$ cat src/rtl/sram_port_arbiter.sv
// Round-robin arbiter sharing one single-port SRAM among NumReq requesters.
// Define SRAM_ARB_CLEAR_EN to compile in the zero-fill sweep that runs after reset.
module sram_port_arbiter #(
  parameter int NumReq     = 4,
  parameter int NumWords   = 1024,
  parameter int DataWidth  = 32,
  parameter int ByteWidth  = 8,
  localparam int AddrWidth = (NumWords > 1) ? $clog2(NumWords) : 1,
  localparam int BeWidth   = (DataWidth + ByteWidth - 1) / ByteWidth
) (
  input  logic                                clk_i,
  input  logic                                rst_i,
  input  logic [NumReq-1:0]                   req_i,
  input  logic [NumReq-1:0]                   we_i,
  input  logic [NumReq-1:0][AddrWidth-1:0]    addr_i,
  input  logic [NumReq-1:0][DataWidth-1:0]    wdata_i,
  input  logic [NumReq-1:0][BeWidth-1:0]      be_i,
  output logic [NumReq-1:0]                   gnt_o,
  output logic [NumReq-1:0]                   rvalid_o,
  output logic [DataWidth-1:0]                rdata_o,
  output logic                                busy_o,
  output logic                                sram_req_o,
  output logic                                sram_we_o,
  output logic [AddrWidth-1:0]                sram_addr_o,
  output logic [DataWidth-1:0]                sram_wdata_o,
  output logic [BeWidth-1:0]                  sram_be_o,
  input  logic [DataWidth-1:0]                sram_rdata_i
);

  localparam int RrWidth = (NumReq > 1) ? $clog2(NumReq) : 1;

  typedef enum logic {
    StClear,
    StRun
  } state_e;

`ifdef SRAM_ARB_CLEAR_EN
  localparam state_e ResetState = StClear;
  localparam logic [AddrWidth-1:0] LastAddr = AddrWidth'(NumWords - 1);
  logic [AddrWidth-1:0] clr_cnt_q;
  logic                 clearing;
`else
  localparam state_e ResetState = StRun;
`endif

  state_e               state_q;
  logic [RrWidth-1:0]   rr_q, rr_d;
  logic [NumReq-1:0]    rvalid_q;
  logic [NumReq-1:0]    gnt_vec;
  logic [RrWidth-1:0]   gnt_idx;
  logic                 gnt_any;
  logic                 grant_en;
  logic [RrWidth:0]     idx_w;

  // Search starts at rr_q and wraps; idx_w is one bit wider so the sum never overflows.
  always_comb begin
    gnt_vec = '0;
    gnt_idx = '0;
    gnt_any = 1'b0;
    idx_w   = '0;
    for (int i = 0; i < NumReq; i++) begin
      idx_w = {1'b0, rr_q} + (RrWidth+1)'(i);
      if (idx_w >= (RrWidth+1)'(NumReq)) idx_w = idx_w - (RrWidth+1)'(NumReq);
      if (!gnt_any && req_i[idx_w[RrWidth-1:0]]) begin
        gnt_any = 1'b1;
        gnt_idx = idx_w[RrWidth-1:0];
        gnt_vec[idx_w[RrWidth-1:0]] = 1'b1;
      end
    end
  end

  assign rr_d     = (gnt_idx == RrWidth'(NumReq - 1)) ? '0 : gnt_idx + 1'b1;
  assign grant_en = (state_q == StRun) && !rst_i;

  assign gnt_o    = grant_en ? gnt_vec : '0;
  assign rvalid_o = rst_i ? '0 : rvalid_q;
  assign rdata_o  = sram_rdata_i;

`ifdef SRAM_ARB_CLEAR_EN
  assign clearing = (state_q == StClear) && !rst_i;
  assign busy_o   = clearing;
`else
  assign busy_o   = 1'b0;
`endif

  always_comb begin
    sram_req_o   = 1'b0;
    sram_we_o    = 1'b0;
    sram_addr_o  = '0;
    sram_wdata_o = '0;
    sram_be_o    = '0;
    if (grant_en && gnt_any) begin
      sram_req_o   = 1'b1;
      sram_we_o    = we_i[gnt_idx];
      sram_addr_o  = addr_i[gnt_idx];
      sram_wdata_o = wdata_i[gnt_idx];
      sram_be_o    = be_i[gnt_idx];
    end
`ifdef SRAM_ARB_CLEAR_EN
    if (clearing) begin
      sram_req_o   = 1'b1;
      sram_we_o    = 1'b1;
      sram_addr_o  = clr_cnt_q;
      sram_wdata_o = '0;
      sram_be_o    = '1;
    end
`endif
  end

  always_ff @(posedge clk_i or posedge rst_i) begin
    if (rst_i) begin
      state_q  <= ResetState;
      rr_q     <= '0;
      rvalid_q <= '0;
`ifdef SRAM_ARB_CLEAR_EN
      clr_cnt_q <= '0;
`endif
    end else begin
      rvalid_q <= '0;
      case (state_q)
        StClear: begin
`ifdef SRAM_ARB_CLEAR_EN
          if (clr_cnt_q == LastAddr) state_q <= StRun;
          else clr_cnt_q <= clr_cnt_q + 1'b1;
`else
          state_q <= StRun;
`endif
        end
        StRun: begin
          // Writes are fire-and-forget; only reads get a data-valid pulse.
          if (gnt_any) begin
            rr_q <= rr_d;
            if (!we_i[gnt_idx]) rvalid_q <= gnt_vec;
          end
        end
        default: state_q <= ResetState;
      endcase
    end
  end

endmodule
$ cat config.mk
export PLATFORM = sky130hd
export DESIGN_NAME = sram_port_arbiter
export DESIGN_NICKNAME = d
export VERILOG_FILES = /design/src/rtl/sram_port_arbiter.sv
export SDC_FILE = /design/constraint.sdc
export NUM_CORES = 1
export LEC_CHECK = 0
export CAP_MARGIN = 10
export CORE_AREA = 3 3 120 122
export CTS_BUF_LIST = sky130_fd_sc_hd__clkbuf_2 sky130_fd_sc_hd__clkbuf_4 sky130_fd_sc_hd__clkbuf_8
export DETAILED_ROUTE_END_ITERATION = 7
export DIE_AREA = 0 0 123 125
export PLACE_DENSITY = 0.62
export SLEW_MARGIN = 40
export SYNTH_ARGS = -nofsm -noshare
export SYNTH_HDL_FRONTEND = slang
export SYNTH_SLANG_ARGS = --single-unit
$ cat constraint.sdc
create_clock -name clk_i -period 10.54 [get_ports clk_i]
set_input_delay 2.635 -clock clk_i [delete_from_list [all_inputs] [get_ports clk_i]]
set_output_delay 2.635 -clock clk_i [all_outputs]
set_load 0.05 [all_outputs]
==> results.ini <==
[outcome]
status=complete, no violations

[pwr]
combPwrFrac_pct=93.6
p_sw_uw=768
power.density_nw_per_um2=291
intPower_uw=706
clkPwrFrac_pct=2.6
finalPower_mw=1.47
switching_share_pct=52.1
share_seq_of_total_power_pct=3.8
p_leak_nw=1.83
vdd_ir_drop_max_mv=0.214

[synth]
synth_top_family_by_area=multiplexers
netlist_instances=257
synth_adder_area_share_pct=3.31
ys_ff_latch=6
synth_top_flop_cell=dfrtp_1
synthXorXnorAreaFrac_pct=0.331
synth_cell_types=42
syn_area_per_cell_um2=10.3
syn-cell-area_um2=2640
ys_seq_area_share_pct=5.68
synth_compound_area_share_pct=9.42
yosys.area.top_type=mux4_2
yosysWarnings=0
synthSimpleGateAreaFrac_pct=21.2
synth.area.top_cells=mux4_2 42%, and2_1 14%, buf_4 9.7%
synthesis.nets=490
synth_edf_count=0
synthMuxAreaShare_pct=44.8
yosysTopAreaCellShare_pct=41.7
synthArstFlopShare_pct=100

[cells_and_area]
nFillCells=1343
fin_util_pct=38.2
final_nets=693
stdcell_area_um2=5070
final_cells=637
layout-drive-gt1-share_pct=14.6
syn2layout_area_growth_pct=92.0

[sta]
clock_skew_ns=0.00357
finalCriticalPeriod_ns=9.04
relSlewSlack_pct=53.7
tns_ns=0
rsz0062_at_grt=no
fmax_mhz=111
setup_viol=0
tightest_slew_ns=0.694
finalHoldViolations=0
fin_crit_sh_pct=85.8
drv_slew=0

[clocking]
cts_root_buf=clkbuf_8
cts_made_buffers=3
cts_setup_buffers=0
cts_tree=yes
clk_path_buf_depth=2
clock_latency_ns=0.22
htreeDepth=1
cts_sinks=6
cts_resized=0
clk_pin_slew_worst_paths_ns=0.04
cts-hold-fix-buffers=0

[setup_path]
end_kind=primary output
cp.arrival_ns=6.41
r2r-start=rr_q[0]$_DFFE_PP0P_
r2r_end=rr_q[1]$_DFFE_PP0P_
reg2reg_depth=8
cp-endpoint=sram_be_o[0]
worstPathRequired_ns=7.91
crit_path_start_kind=input pin
path_max_fanout=37
worstSetupPathType=input pin to primary output
r2r_slack_ns=7.24
cp-startpoint=req_i[1]

[global_route]
grt_pass1_vias=2990
grt_max_degree=48
grt_pass1_wl_um=19200
grt_usage_pct=16.4
gr-total-overflow=0
antenna_found_initial=5

[placed_design]
placed_cell_area_um2=5020
dpl.hpwl_um=11700
dp.cells=631
io_buffers=249
finalWeightedCongestion=0.868

[route]
avgRoutedWirePerCell_um=21.6
drt_iter0_markers=105
via_per_inst=4.68
dr_wl_met3_um=1440
vias=2984
drc_errors=0
wl_met1_um=5050
met2_length_um=7010
antenna_left=0
dr.pass1.iters=5
highest_layer=met5
routed_wl_um=13800

[die]
dieArea_um2=15400
rows=42
chipWidth_um=123
start_util_pct=19.9
core-area_um2=13300
pin_count=315
die_h_um=125

[worst_hold_path]
hold_path.class=flip-flop to flip-flop

[flow_run]
drv_cap=0

## cell type report
cell class / count / area (um2) / share of cell area (%)
timing repair buffer: 254 / 2530 / 49.9
clock buffer: 4 / 48.8 / 0.962
tap: 176 / 220 / 4.34
multi-input combinational: 191 / 2100 / 41.5
inverter: 4 / 15.0 / 0.296
antenna: 2 / 5.00 / 0.0986
sequential: 6 / 151 / 2.98
## cells in the mapped netlist (2+ instances only)
cell,n
dfrtp_1,6
clkbuf_1,15
buf_6,6
a221o_1,4
nand2b_1,2
inv_1,4
buf_4,34
and4_1,2
a21oi_1,10
nor2_1,10
o22ai_1,4
nand2_1,3
ha_1,7
and2_1,58
mux2i_1,7
nor3_1,4
o21ai_0,2
nor4_1,3
mux4_2,49
nor2b_1,5
## how the worst min path moves through the flow
stage	from	to	slack (ns)	depth (start not counted)
3_3_place_gp	rr_q[1]$_DFFE_PP0P_	rr_q[1]$_DFFE_PP0P_	0.69	2
3_5_place_dp	rr_q[1]$_DFFE_PP0P_	rr_q[1]$_DFFE_PP0P_	0.71	2
4_1_cts	rr_q[1]$_DFFE_PP0P_	rr_q[1]$_DFFE_PP0P_	0.72	2
6_report	rr_q[1]$_DFFE_PP0P_	rr_q[1]$_DFFE_PP0P_	0.70	2
2_1_floorplan	rr_q[1]$_DFFE_PP0P_	rr_q[1]$_DFFE_PP0P_	0.61	2
5_1_grt	rr_q[1]$_DFFE_PP0P_	rr_q[1]$_DFFE_PP0P_	0.74	2
## critical path, cell delays in order
cell	delay (ns)
clkdlybuf4s50_1	0.61
mux4_2	0.59
o21ba_2	0.28
o31ai_4	0.19
buf_4	0.58
mux4_2	0.58
and2_1	0.18
clkdlybuf4s50_1	0.70
## registers in the layout (all words and copies together) (netlist names)
register	cells
rvalid_q	4
rr_q	2
## metal layers
metal  up-vias  track usage (%)
met5         -                0
li1       1346                -
met4         6             4.56
met3        20             4.92
met1      1447             19.4
met2       165             28.6
## per-stage QoR
step,hold slack (ns),setup slack [ns]
final,0.704,1.50
after detailed placement,0.709,1.42
after CTS,0.715,1.41
after global routing,0.740,1.23
after floorplan,0.611,2.76
after global placement,0.689,1.49
## cells by family (layout without fill, tap and decap cells)
logic type	count (synthesis)	count (layout)
and+or+nand+nor	93	93
buffers and inverters	60	262
other	1	3
adders and majority gates	7	7
xor gates and xnor gates	1	1
DFF	6	6
muxes	57	57
AOI/OAI and AO/OA	32	32
## power groups by stage
stage	Clock, mW	Combinational (mW)	Sequential [mW]
CTS	0.0388	1.40	0.0562
global route	0.0396	1.47	0.0586
global placement	0	1.38	0.0551
detailed placement	0	1.40	0.0563
floorplan	0	1.10	0.0396
finish	0.0382	1.38	0.0560
## placed cells by master, fill, tap and decap left out, drive strengths merged, types with 4 or more instances in the layout
cell type,count
a221o,4
and2,58
mux4,49
ha,7
dfrtp,6
clkdlybuf4s50,249
nor3,4
inv,4
nor2b,6
clkbuf,4
a21oi,10
buf,5
o22ai,4
mux2i,7
nor2,10
No activity file was read; power rests on OpenSTA's default activity.
